[config.mk]
export PLATFORM = sky130hd
export DESIGN_NAME = mp_adder_arbiter_flat
export DESIGN_NICKNAME = d
export VERILOG_FILES = /design/src/rtl/mp_adder_arbiter_if.sv /design/src/rtl/mp_adder_arbiter.sv /design/src/flat_wrapper.sv
export SDC_FILE = /design/constraint.sdc
export NUM_CORES = 1
export LEC_CHECK = 0
export CORE_AREA = 2 2 609 611
export DETAILED_ROUTE_END_ITERATION = 6
export DIE_AREA = 0 0 611 613
export DONT_BUFFER_PORTS = 1
export SLEW_MARGIN = 5
export SYNTH_ARGS = -nofsm -noshare
export SYNTH_HDL_FRONTEND = slang
export SYNTH_SLANG_ARGS = --single-unit
[constraint.sdc]
create_clock -name iClk -period 27.8 [get_ports iClk]
set_clock_uncertainty 0.2 [all_clocks]
set_input_delay 2.78 -clock iClk [delete_from_list [all_inputs] [get_ports iClk]]
set_output_delay 2.78 -clock iClk [all_outputs]
set_load 0.005 [all_outputs]
[src/rtl/mp_adder_arbiter_if.sv]
// mp_adder_arbiter_if: client request/response bundle plus the adder-facing start/operand/result signals.
interface mp_adder_arbiter_if #(
   parameter int NUM_REQ = 4,
   parameter int OPERAND_WIDTH = 128
);
   logic [NUM_REQ-1:0] iReqValid, oReqReady, oRspValid, iRspReady;
   logic [NUM_REQ*OPERAND_WIDTH-1:0] iReqOpA, iReqOpB;
   logic [OPERAND_WIDTH:0] oRspRes, iAddRes;
   logic [OPERAND_WIDTH-1:0] oAddOpA, oAddOpB;
   logic oRspErr, oAddStart, iAddDone, oBusy;
   modport slave (
      input iReqValid, iReqOpA, iReqOpB, iRspReady, iAddRes, iAddDone,
      output oReqReady, oRspValid, oRspRes, oRspErr, oAddStart, oAddOpA, oAddOpB, oBusy
   );
   modport master (
      output iReqValid, iReqOpA, iReqOpB, iRspReady, iAddRes, iAddDone,
      input oReqReady, oRspValid, oRspRes, oRspErr, oAddStart, oAddOpA, oAddOpB, oBusy
   );
endinterface

[src/rtl/mp_adder_arbiter.sv]
// mp_adder_arbiter: round-robin sharing of one mp_adder among NUM_REQ clients, with a done watchdog.
module mp_adder_arbiter #(
   parameter int NUM_REQ = 4,
   parameter int OPERAND_WIDTH = 128,
   parameter int TIMEOUT_CYCLES = 64
) (
   input logic iClk,
   input logic iRst,
   mp_adder_arbiter_if.slave bus
);
   localparam int GW = $clog2(NUM_REQ);
   localparam int CW = TIMEOUT_CYCLES > 1 ? $clog2(TIMEOUT_CYCLES) : 1;
   typedef enum logic [1:0] {IDLE, START, WAIT, RESP} stateT;
   stateT state;
   logic [GW-1:0] g, ptr, grant;
   logic found, err, timeout;
   logic [CW-1:0] cnt;
   logic [OPERAND_WIDTH:0] res;
   logic [OPERAND_WIDTH-1:0] opA, opB;
   // descending scan so the lowest offset from ptr wins
   always_comb begin
      grant = '0;
      found = 1'b0;
      for (int k = NUM_REQ - 1; k >= 0; k--)
         if (bus.iReqValid[(int'(ptr) + k) % NUM_REQ]) begin
            grant = GW'((int'(ptr) + k) % NUM_REQ);
            found = 1'b1;
         end
   end
   assign timeout = TIMEOUT_CYCLES != 0 && cnt == CW'(TIMEOUT_CYCLES - 1);
   assign bus.oReqReady = (!iRst && state == IDLE && found) ? NUM_REQ'(1) << grant : '0;
   assign bus.oRspValid = state == RESP ? NUM_REQ'(1) << g : '0;
   assign bus.oRspRes = res;
   assign bus.oRspErr = err;
   assign bus.oAddStart = state == START;
   assign bus.oAddOpA = opA;
   assign bus.oAddOpB = opB;
   assign bus.oBusy = state != IDLE;
   always_ff @(posedge iClk or posedge iRst)
      if (iRst) begin
         state <= IDLE;
         g <= '0;
         ptr <= '0;
         opA <= '0;
         opB <= '0;
         res <= '0;
         err <= 1'b0;
         cnt <= '0;
      end else
         case (state)
            IDLE:
               if (found) begin
                  opA <= bus.iReqOpA[int'(grant)*OPERAND_WIDTH +: OPERAND_WIDTH];
                  opB <= bus.iReqOpB[int'(grant)*OPERAND_WIDTH +: OPERAND_WIDTH];
                  g <= grant;
                  err <= 1'b0;
                  state <= START;
               end
            START: begin
               cnt <= '0;
               state <= WAIT;
            end
            WAIT:
               if (bus.iAddDone) begin
                  res <= bus.iAddRes;
                  err <= 1'b0;
                  state <= RESP;
               end else if (timeout) begin
                  res <= '0;
                  err <= 1'b1;
                  state <= RESP;
               end else
                  cnt <= cnt + 1'b1;
            RESP:
               if (bus.iRspReady[g]) begin
                  ptr <= (int'(g) == NUM_REQ - 1) ? '0 : g + 1'b1;
                  state <= IDLE;
               end
            default: state <= IDLE;
         endcase
endmodule

[src/flat_wrapper.sv]
// flat-port wrapper written by rule: the top's interface ports become plain ports
module mp_adder_arbiter_flat 
#(
   parameter int NUM_REQ = 4,
   parameter int OPERAND_WIDTH = 128,
   parameter int TIMEOUT_CYCLES = 64
)
  (iClk, iRst, bus_iReqValid, bus_iReqOpA, bus_iReqOpB, bus_iRspReady, bus_iAddRes, bus_iAddDone, bus_oReqReady, bus_oRspValid, bus_oRspRes, bus_oRspErr, bus_oAddStart, bus_oAddOpA, bus_oAddOpB, bus_oBusy);
  mp_adder_arbiter_if #(.NUM_REQ(NUM_REQ), .OPERAND_WIDTH(OPERAND_WIDTH)) bus_i ();
  input logic iClk;
  input logic iRst;
  input wire logic [$bits(bus_i.iReqValid)-1:0] bus_iReqValid;
  input wire logic [$bits(bus_i.iReqOpA)-1:0] bus_iReqOpA;
  input wire logic [$bits(bus_i.iReqOpB)-1:0] bus_iReqOpB;
  input wire logic [$bits(bus_i.iRspReady)-1:0] bus_iRspReady;
  input wire logic [$bits(bus_i.iAddRes)-1:0] bus_iAddRes;
  input wire logic [$bits(bus_i.iAddDone)-1:0] bus_iAddDone;
  output wire logic [$bits(bus_i.oReqReady)-1:0] bus_oReqReady;
  output wire logic [$bits(bus_i.oRspValid)-1:0] bus_oRspValid;
  output wire logic [$bits(bus_i.oRspRes)-1:0] bus_oRspRes;
  output wire logic [$bits(bus_i.oRspErr)-1:0] bus_oRspErr;
  output wire logic [$bits(bus_i.oAddStart)-1:0] bus_oAddStart;
  output wire logic [$bits(bus_i.oAddOpA)-1:0] bus_oAddOpA;
  output wire logic [$bits(bus_i.oAddOpB)-1:0] bus_oAddOpB;
  output wire logic [$bits(bus_i.oBusy)-1:0] bus_oBusy;
  assign bus_i.iReqValid = bus_iReqValid;
  assign bus_i.iReqOpA = bus_iReqOpA;
  assign bus_i.iReqOpB = bus_iReqOpB;
  assign bus_i.iRspReady = bus_iRspReady;
  assign bus_i.iAddRes = bus_iAddRes;
  assign bus_i.iAddDone = bus_iAddDone;
  assign bus_oReqReady = bus_i.oReqReady;
  assign bus_oRspValid = bus_i.oRspValid;
  assign bus_oRspRes = bus_i.oRspRes;
  assign bus_oRspErr = bus_i.oRspErr;
  assign bus_oAddStart = bus_i.oAddStart;
  assign bus_oAddOpA = bus_i.oAddOpA;
  assign bus_oAddOpB = bus_i.oAddOpB;
  assign bus_oBusy = bus_i.oBusy;
  mp_adder_arbiter #(.NUM_REQ(NUM_REQ), .OPERAND_WIDTH(OPERAND_WIDTH), .TIMEOUT_CYCLES(TIMEOUT_CYCLES)) u_core (.iClk(iClk), .iRst(iRst), .bus(bus_i));
endmodule
Yosys cells after proc, flatten, opt, wreduce, memory -nomap -nowiden:

Index checks and enable logic that the tools add are counted.

* register bits: 398
* input bits: 1164
* word-level logic and storage cells: 90

* add/subtract/negate cells: 5
* magnitude comparators: 5
* eq/ne operators: 10
* shifts and indexed selects: 4
* muxes and demuxes: 38
* bitwise logic cells: 3
* reductions and logical operators: 17

Operators by type and width (number)
* 512-bit by 10-bit variable part select with 128-bit output: 2
* 129-bit 2-to-1 mux: 2
* 2-bit 2-to-1 mux: 9
* 1-bit 2-to-1 mux: 15
* 3-bit by 4-bit < comparator with 1-bit output, second input constant: 3
* 6-bit 2-to-1 mux: 2
* 6-bit case mux with 2 select lines: 1
* 1-bit binary-select mux with 2-bit select: 5
* 3-bit AND reduction: 3
* 4-bit 2-to-1 mux: 2
* 2-bit case mux with 4 select lines: 1
* 2-bit nonzero test: 4
* 1-bit by 2-bit left shift with 4-bit output, first input constant: 2
* 6-bit by 1-bit adder with 6-bit output, second input constant: 1
* 6-bit equality test, second input constant: 1
* 2-bit by 3-bit < comparator with 1-bit output, second input constant: 2
* 2-bit inequality test, second input constant: 3
* 2-bit AND reduction: 3
* 2-bit OR reduction: 3
* 2-bit by 1-bit adder with 2-bit output, second input constant: 2
* 2-bit adder, second input constant: 2
* 2-bit by 1-bit equality test with 1-bit output, second input constant: 2
* 2-bit equality test, second input constant: 2
* 1-bit bitwise AND, first input constant: 3
* other kinds (6): 7

Logic depth before layout (Yosys ltp):

Gate-level depths: netlist of the first run.

* word-level depth: 12
* depth in mapped cells: 9
* gate-level depth less buffers: 7

Worst setup path before layout of the first run:

OpenSTA, ideal clock, no wires.

* kind: input port to output port
* from: input port bus_iReqValid[0]
* to: output port bus_oReqReady[1]
* data arrival time: 3.932 ns
* setup slack: 20.888 ns
* stages: 7
* buffers on the path: 3
* path through: nor2b_2 > a22oi_4 > nand2_2 > buf_6 > buf_2 > buf_2 > nor3_1

* longest elaborated chain between the ends: 9
* elaborated cells on any way between the ends: 22

RTL lines
* start: declaration: line flat_wrapper.sv:12 `input wire logic [$bits(bus_i.iReqValid)-1:0] bus_iReqValid;`
* 1-bit binary-select mux with 2-bit select: line mp_adder_arbiter.sv:25 `if (bus.iReqValid[(int'(ptr) + k) % NUM_REQ]) begin`
* 1-bit 2-to-1 mux (implied by the code) (2 in a row): line mp_adder_arbiter.sv:25
* 2-bit 2-to-1 mux or 1-bit 2-to-1 mux (tied branches) (4 in a row): line mp_adder_arbiter.sv:25
* 1-bit by 2-bit left shift with 4-bit output or 1-bit logical AND (tied branches): line mp_adder_arbiter.sv:31 `assign bus.oReqReady = (!iRst && state == IDLE && found) ? NUM_REQ'(1) << grant : '0;`
* 4-bit 2-to-1 mux (*): line mp_adder_arbiter.sv:31
* end: declaration: line flat_wrapper.sv:18 `output wire logic [$bits(bus_i.oReqReady)-1:0] bus_oReqReady;`

Every way passes the cells marked *; elsewhere a longest branch is shown, timed or not. The select of a mux whose other input is x is not followed.

Final worst setup path of the first run:

* from: input port bus_iReqValid[0]
* to: output port bus_oReqReady[2]

The elaborated chain is that of the path after synthesis.

==> metrics.yaml, run 1 <==
grt_pass1_wl_um: 375000
die_w_um: 611
drtIter0Drc: 2040
crit_arrival_ns: 4.11
port_buffers: 0
h-tree-depth: 2
drive_above_1_share_pct: 11.2
pre_cts_slack_ns: 20.66
min_path_type: "reg2reg"
critical_path_peak_fanout: 7
maxCapViolations: 0
hold_viol: 0
finalCritPeriodShare_pct: 25.5
cts-root-buf: "clkbuf_16"
yosys_warnings: 0
crit_chain: "nor2b_2, o21ai_1, nand3_4, nor3_1"
power_density_nw_per_um2: 130
leakagePower_nw: 10.9
core_area_um2: 368000
dieHeight_um: 613
clock_latency_ns: 0.77
vias: 21400
grt_pass1_vias: 19200
syn_to_final_growth_pct: 37.1
cts_setup_buffers: 0
cp_num_buf_inv: 0
critPathTopFamily: "simple AND/OR/NAND/NOR gates"
cts_resized: 0
rows: 223
postSynthCellCount: 2121
nNetsFinal: 3200
setup_ws_ns: 20.71
worst_ep_required_time_ns: 24.82
setup_tns_ns: 0
die_area_um2: 375000
ir_worst_vdd_mv: 0.0868
antenna_found_initial: 365
synth_fp_nets: 3294
synth_cell_types: 43
synth-edff-count: 0
cp-start-kind: "input port"
vias_per_cell: 3.06
drt_pass1_iterations: 7
worstSetupEndpointType: "output pin"
grt_util_all_layers_pct: 17.0
drv_slew: 0
drc: 0
numCtsBuffers: 61
max_freq_ghz: 0.141
worst_slew_pin_slew_ns: 1.32
ios: 1560
grt_setup_unrepaired: "no"
relSlewSlack_pct: 11.3
synth_ff_type: "dfrtp_1"
gp_congestion: 0.987
ys_seq_area_share_pct: 45.6
wl_per_cell_um: 47.4
globalRoute.totalOverflow: 0
setup_viol_count_final: 0
syn_avg_cell_area_um2: 10.3
grt_max_degree: 138
dp_hpwl_um: 296000
initial_utilization_pct: 5.94
ys_seq_elements: 398
final_antenna_net_count: 0
path_class: "in2out"
cts_tree: "done"
path_clk_slew_ns: 0.06
synth_area_um2: 21800
slowest_delay_ns: 0.41
min_period_ns: 7.09
synth-async-reset-ratio_pct: 100
p_total_w: 0.00391
hold_buffers: 0
numClockSinks: 398
clock_path_buffers: 3
finalWirelength_um: 333000
status: "complete, no violations"
slowest_stage: "o21ai_1"
cell usage in the layout (no fill, tap or decap), types with 4 or more instances in the layout:
| cell type | Yosys | layout |
|---|---|---|
| diode_2 | 0 | 99 |
| inv_6 | 0 | 5 |
| dfrtp_1 | 398 | 398 |
| nand2_1 | 9 | 9 |
| nor2_1 | 258 | 258 |
| clkbuf_1 | 137 | 9 |
| clkbuf_16 | 0 | 62 |
| and2_1 | 7 | 6 |
| and3_1 | 257 | 257 |
| buf_12 | 0 | 4 |
| buf_4 | 2 | 64 |
| nand3_1 | 6 | 6 |
| a22o_1 | 129 | 129 |
| inv_1 | 11 | 10 |
| clkbuf_8 | 0 | 9 |
| a211oi_1 | 491 | 474 |
| clkinv_2 | 0 | 6 |
| o21ai_0 | 8 | 8 |
| mux2i_1 | 257 | 248 |
| nor3_1 | 5 | 5 |
| mux2i_2 | 0 | 9 |
| clkinv_4 | 0 | 5 |
| clkinvlp_4 | 0 | 6 |
| ha_1 | 9 | 9 |
| bufinv_16 | 0 | 6 |
| a211oi_2 | 21 | 38 |
final cells by class:
cell class                 instances  area [µm²]
fill                           42800      338000
multi-input combinational       1487       11000
sequential                       398        9960
tap                             4837        6050
clock buffer                      80        1710
timing repair buffer              68         561
clock inverter                    30         403
antenna                           99         248
inverter                          11        48.8
where the power goes:
part           total (W)  internal [W]  leakage (nW)  switching [W]
registers        0.00170      0.000857          4.60       0.000845
logic            0.00133      0.000463          5.25       0.000871
clock network   0.000870      0.000489          1.02       0.000381
total            0.00391       0.00181          10.9        0.00210
worst register-to-register path, cell delays in order (launching register included):
cell and delay, ns:
dfrtp_1 0.57, mux2i_1 0.34, a22oi_4 0.09, buf_4 0.24, nand2_8 0.26, buf_4 0.51, buf_4 0.77, buf_4 0.67
mux2i_1 0.41, a211oi_1 0.13
registers in the layout, summed over array words and instances (netlist names):
signal and count:
u_core.bus.oAddOpA 128, u_core.bus.oAddOpB 128, u_core.bus.oRspErr 1, u_core.bus.oRspRes 129, u_core.cnt 6, u_core.g 2
u_core.ptr 2, u_core.state 2
layer usage:
metal	part of all wire [%]	vias up	track usage (%)	wire length (µm)
met2	47	1764	28.2	157000
met5	0.38	-	0	1250
li1	-	8066	-	-
met3	15	752	11.5	49200
met4	3.2	196	4.83	10700
met1	34	10600	17.1	114000
worst paths after layout:
check	startpoint	endpoint	slack, ns	cells past startpoint
max reg2reg	u_core.ptr[1]	u_core.bus.oAddOpB[33]	23.46	9
min reg2reg	u_core.cnt[4]	u_core.cnt[4]	0.31	1
min	u_core.cnt[4]	u_core.cnt[4]	0.31	1
max	bus_iReqValid[0]	bus_oReqReady[2]	20.71	4
min in group asynchronous	iRst	u_core.bus.oAddOpB[126]	1.72	1
max in group asynchronous	iRst	u_core.bus.oAddOpB[59]	22.91	4
synth_stat cells, types with 2 or more instances:
| cell | count | share of area [%] |
|---|---|---|
| nor3_1 | 5 | 0.11 |
| buf_4 | 2 | 0.069 |
| a211oi_1 | 491 | 17 |
| a22o_1 | 129 | 5.2 |
| nand4_1 | 3 | 0.086 |
| inv_1 | 11 | 0.19 |
| buf_6 | 14 | 0.72 |
| nand3_1 | 6 | 0.14 |
| nand2_1 | 9 | 0.15 |
| mux2i_1 | 257 | 12 |
| and3_1 | 257 | 7.4 |
| nand2b_1 | 4 | 0.11 |
| clkbuf_1 | 137 | 2.4 |
| dfrtp_1 | 398 | 46 |
| and2_1 | 7 | 0.20 |
| o21ai_0 | 8 | 0.18 |
| mux2_2 | 3 | 0.15 |
| a211oi_2 | 21 | 1.2 |
| ha_1 | 9 | 0.52 |
| buf_2 | 70 | 1.6 |
| nor2_1 | 258 | 4.4 |
per-stage QoR:
step	area (µm²)	util (%)	hold slack [ns]	std cells
2_1_floorplan	21800	-	0.250	2121
3_3_place_gp	27600	7.50	0.273	6801
3_5_place_dp	27600	7.50	0.293	6801
4_1_cts	29700	8.07	0.304	6911
5_1_grt	29800	8.11	0.351	6959
6_report	29900	8.14	0.315	7010
kinds of logic after synthesis:
kind of cell    after synthesis  synth area share, %
buf+inv                     236                 4.98
simple gates                555                 12.9
fa+ha+maj                     9                0.516
mux                         261                 12.0
xor+xnor                      1               0.0401
compound gates              661                 23.9
flops                       398                 45.6
(Power assumes the default switching activity.)
==> run 2: changes to the inputs <==
==> constraint.sdc (replaced) <==
create_clock -name iClk -period 5.9 [get_ports iClk]
set_clock_uncertainty 0.2 [all_clocks]
set_input_delay 0.59 -clock iClk [delete_from_list [all_inputs] [get_ports iClk]]
set_output_delay 0.59 -clock iClk [all_outputs]
set_load 0.005 [all_outputs]
==> run 2 against run 1 <==
Clock power grew to 5.0 times the previous value; highest routed layer unchanged; power increased to 5.5 times the previous value; hold slack got worse by 0.25 ns; sequential power rose to 4.7 times the previous value; critical path type is now reg2reg.
==> metrics.yaml, run 2 (synthesis gave the netlist of run 1 again) <==
hold_viol: 0  # unchanged
ios: 1560  # unchanged
pre_cts_slack_ns: 1.34  # -19.31 ns
grt_pass1_vias: 24200  # +26%
setup_viol_count_final: 0  # unchanged
max_freq_ghz: 0.209
globalRoute.totalOverflow: 0  # unchanged
path_clk_slew_ns: 0.06  # about the same
antenna_found_initial: 359  # -1.6%
worst_ep_required_time_ns: 6.36  # -18.46 ns
crit_arrival_ns: 5.23  # +1.12 ns
power_density_nw_per_um2: 548  # +320%
p_int_w: 0.0109  # +500%
numCtsBuffers: 70  # +15%
slowest_stage: "nand3_4"
dp_hpwl_um: 286000  # -3.5%
die_area_um2: 375000  # unchanged
netSwitchingFraction_pct: 49.0  # -4.7 points
clock_path_buffers: 4  # +1
cts-root-buf: "clkbuf_16"
drc: 0  # unchanged
finalCritPeriodShare_pct: 80.9
drt_pass1_iterations: 5  # -2
grt_util_all_layers_pct: 16.8  # -0.23 points
crit_chain: "inv_1, ha_1, inv_1, nor2_4, nand3_4, buf_12, buf_4, a211oi_1, dlygate4sd3_1, a211oi_1, dlygate4sd3_1"
drtIter0Drc: 2908  # +43%
cts_setup_buffers: 0  # unchanged
rows: 223  # unchanged
status: "complete, no violations"
seqPwrFrac_pct: 37.5  # -6.1 points
critical_path_peak_fanout: 63  # +56
grt_max_degree: 131  # -5.1%
cp_num_buf_inv: 6  # +6
worst_slew_pin_slew_ns: 1.20  # -0.120 ns
leakagePower_nw: 14.6  # +34%
final_common_cell: "dlygate4sd3_1"
cp-start-kind: "flip-flop"
grt_setup_unrepaired: "no"
nNetsFinal: 4047  # +26%
setup_ws_ns: 1.12  # -19.59 ns
vias: 25800  # +21%
numClockSinks: 398  # unchanged
p_sw_w: 0.0105  # +400%
critPathTopFamily: "buffers and inverters"
vias_per_cell: 3.24  # +6.2%
relSlewSlack_pct: 19.9  # +8.6 points
final_cell_mix: "dlygate4sd3_1 (843), a211oi_1 (462), dfrtp_1 (398)"
grt_pass1_wl_um: 381000  # +1.5%
finalWirelength_um: 329000  # -1.0%
dpl.cell_count: 6796  # -0.074%
initial_utilization_pct: 5.94  # unchanged
final_antenna_net_count: 0  # unchanged
core_area_um2: 368000  # unchanged
ir_worst_vdd_mv: 0.351  # +300%
path_class: "reg2reg"
stdcell_count: 7959  # +14%
cts_tree: "done"
min_period_ns: 4.78
min_path_type: "in2reg"
die_w_um: 611  # unchanged
worstSetupEndpointType: "flip-flop"
p_clk_share_pct: 20.6  # -1.7 points
pwr-share-comb_pct: 41.9  # +7.7 points
port_buffers: 0  # unchanged
wl_per_cell_um: 41.4  # -13%
slowest_delay_ns: 0.69  # +0.28 ns
syn_to_final_growth_pct: 78.2
gp_congestion: 1.02  # +2.9%
drv_slew: 0  # unchanged
drive_above_1_share_pct: 8.43  # -2.8 points
h-tree-depth: 3  # +1
dieHeight_um: 613  # unchanged
maxCapViolations: 0  # unchanged
largest_reg_flops: 129  # unchanged
fin_util_pct: 10.6  # +2.4 points
clock_latency_ns: 0.79  # +0.02 ns
run 2: final cells by class:
cell class                 instances  area (µm²)
fill                           42200      329000
sequential                       398        9960
clock inverter                    29         324
antenna                          203         508
multi-input combinational       1487       11000
timing repair buffer             906        9060
clock buffer                      88        1950
inverter                          11        45.0
tap                             4837        6050
run 2: worst paths after layout:
kind | start | to | slack [ns] | cells after the start
setup / recovery | u_core.state[0] | u_core.bus.oAddOpB[39] | 1.12 | 11
hold / removal | bus_iReqOpB[250] | u_core.bus.oAddOpB[122] | 0.07 | 2
setup reg to reg | u_core.state[0] | u_core.bus.oAddOpB[39] | 1.12 | 11
hold reg to reg | u_core.cnt[4] | u_core.cnt[4] | 0.30 | 1
max in group asynchronous | iRst | u_core.bus.oAddOpB[49] | 3.71 | 4
min in group asynchronous | iRst | u_core.bus.oAddOpA[116] | 0.11 | 2
run 2: stage by stage:
stage	setup TNS [ns]	hold slack [ns]	cell area, µm²	total power (W)
floorplan	-98.62	0.250	21800	0.00914
global placement	0	0.275	27700	0.0146
detailed placement	0	0.286	27700	0.0146
CTS	0	0.0109	38400	0.0217
global route	0	0.0499	38800	0.0224
finish	0	0.0651	38900	0.0213
run 2: power groups by stage:
| stage | Sequential, W | Clock [W] | Combinational, W |
|---|---|---|---|
| after CTS | 0.00826 | 0.00456 | 0.00885 |
| after floorplan | 0.00491 | 0 | 0.00423 |
| after global placement | 0.00831 | 0 | 0.00625 |
| after detailed placement | 0.00831 | 0 | 0.00631 |
| final | 0.00800 | 0.00439 | 0.00895 |
| after global routing | 0.00821 | 0.00461 | 0.00955 |
run 2: what timing repair did:
| item | 4_1_cts | 5_1_grt |
|---|---|---|
| endpoints found under the hold margin | 429 | 0 |
| setup endpoints to repair | 0 | 0 |
| resized for setup | 0 | 0 |
| hold buffers | 843 | 0 |
run 2: layer usage:
metal / track usage [%] / share of wire, % / vias to the layer above
li1: - / - / 9890
met3: 10.1 / 14 / 780
met5: 0 / 0.39 / -
met4: 8.48 / 5.3 / 192
met2: 26.1 / 45 / 2097
met1: 17.8 / 35 / 12900
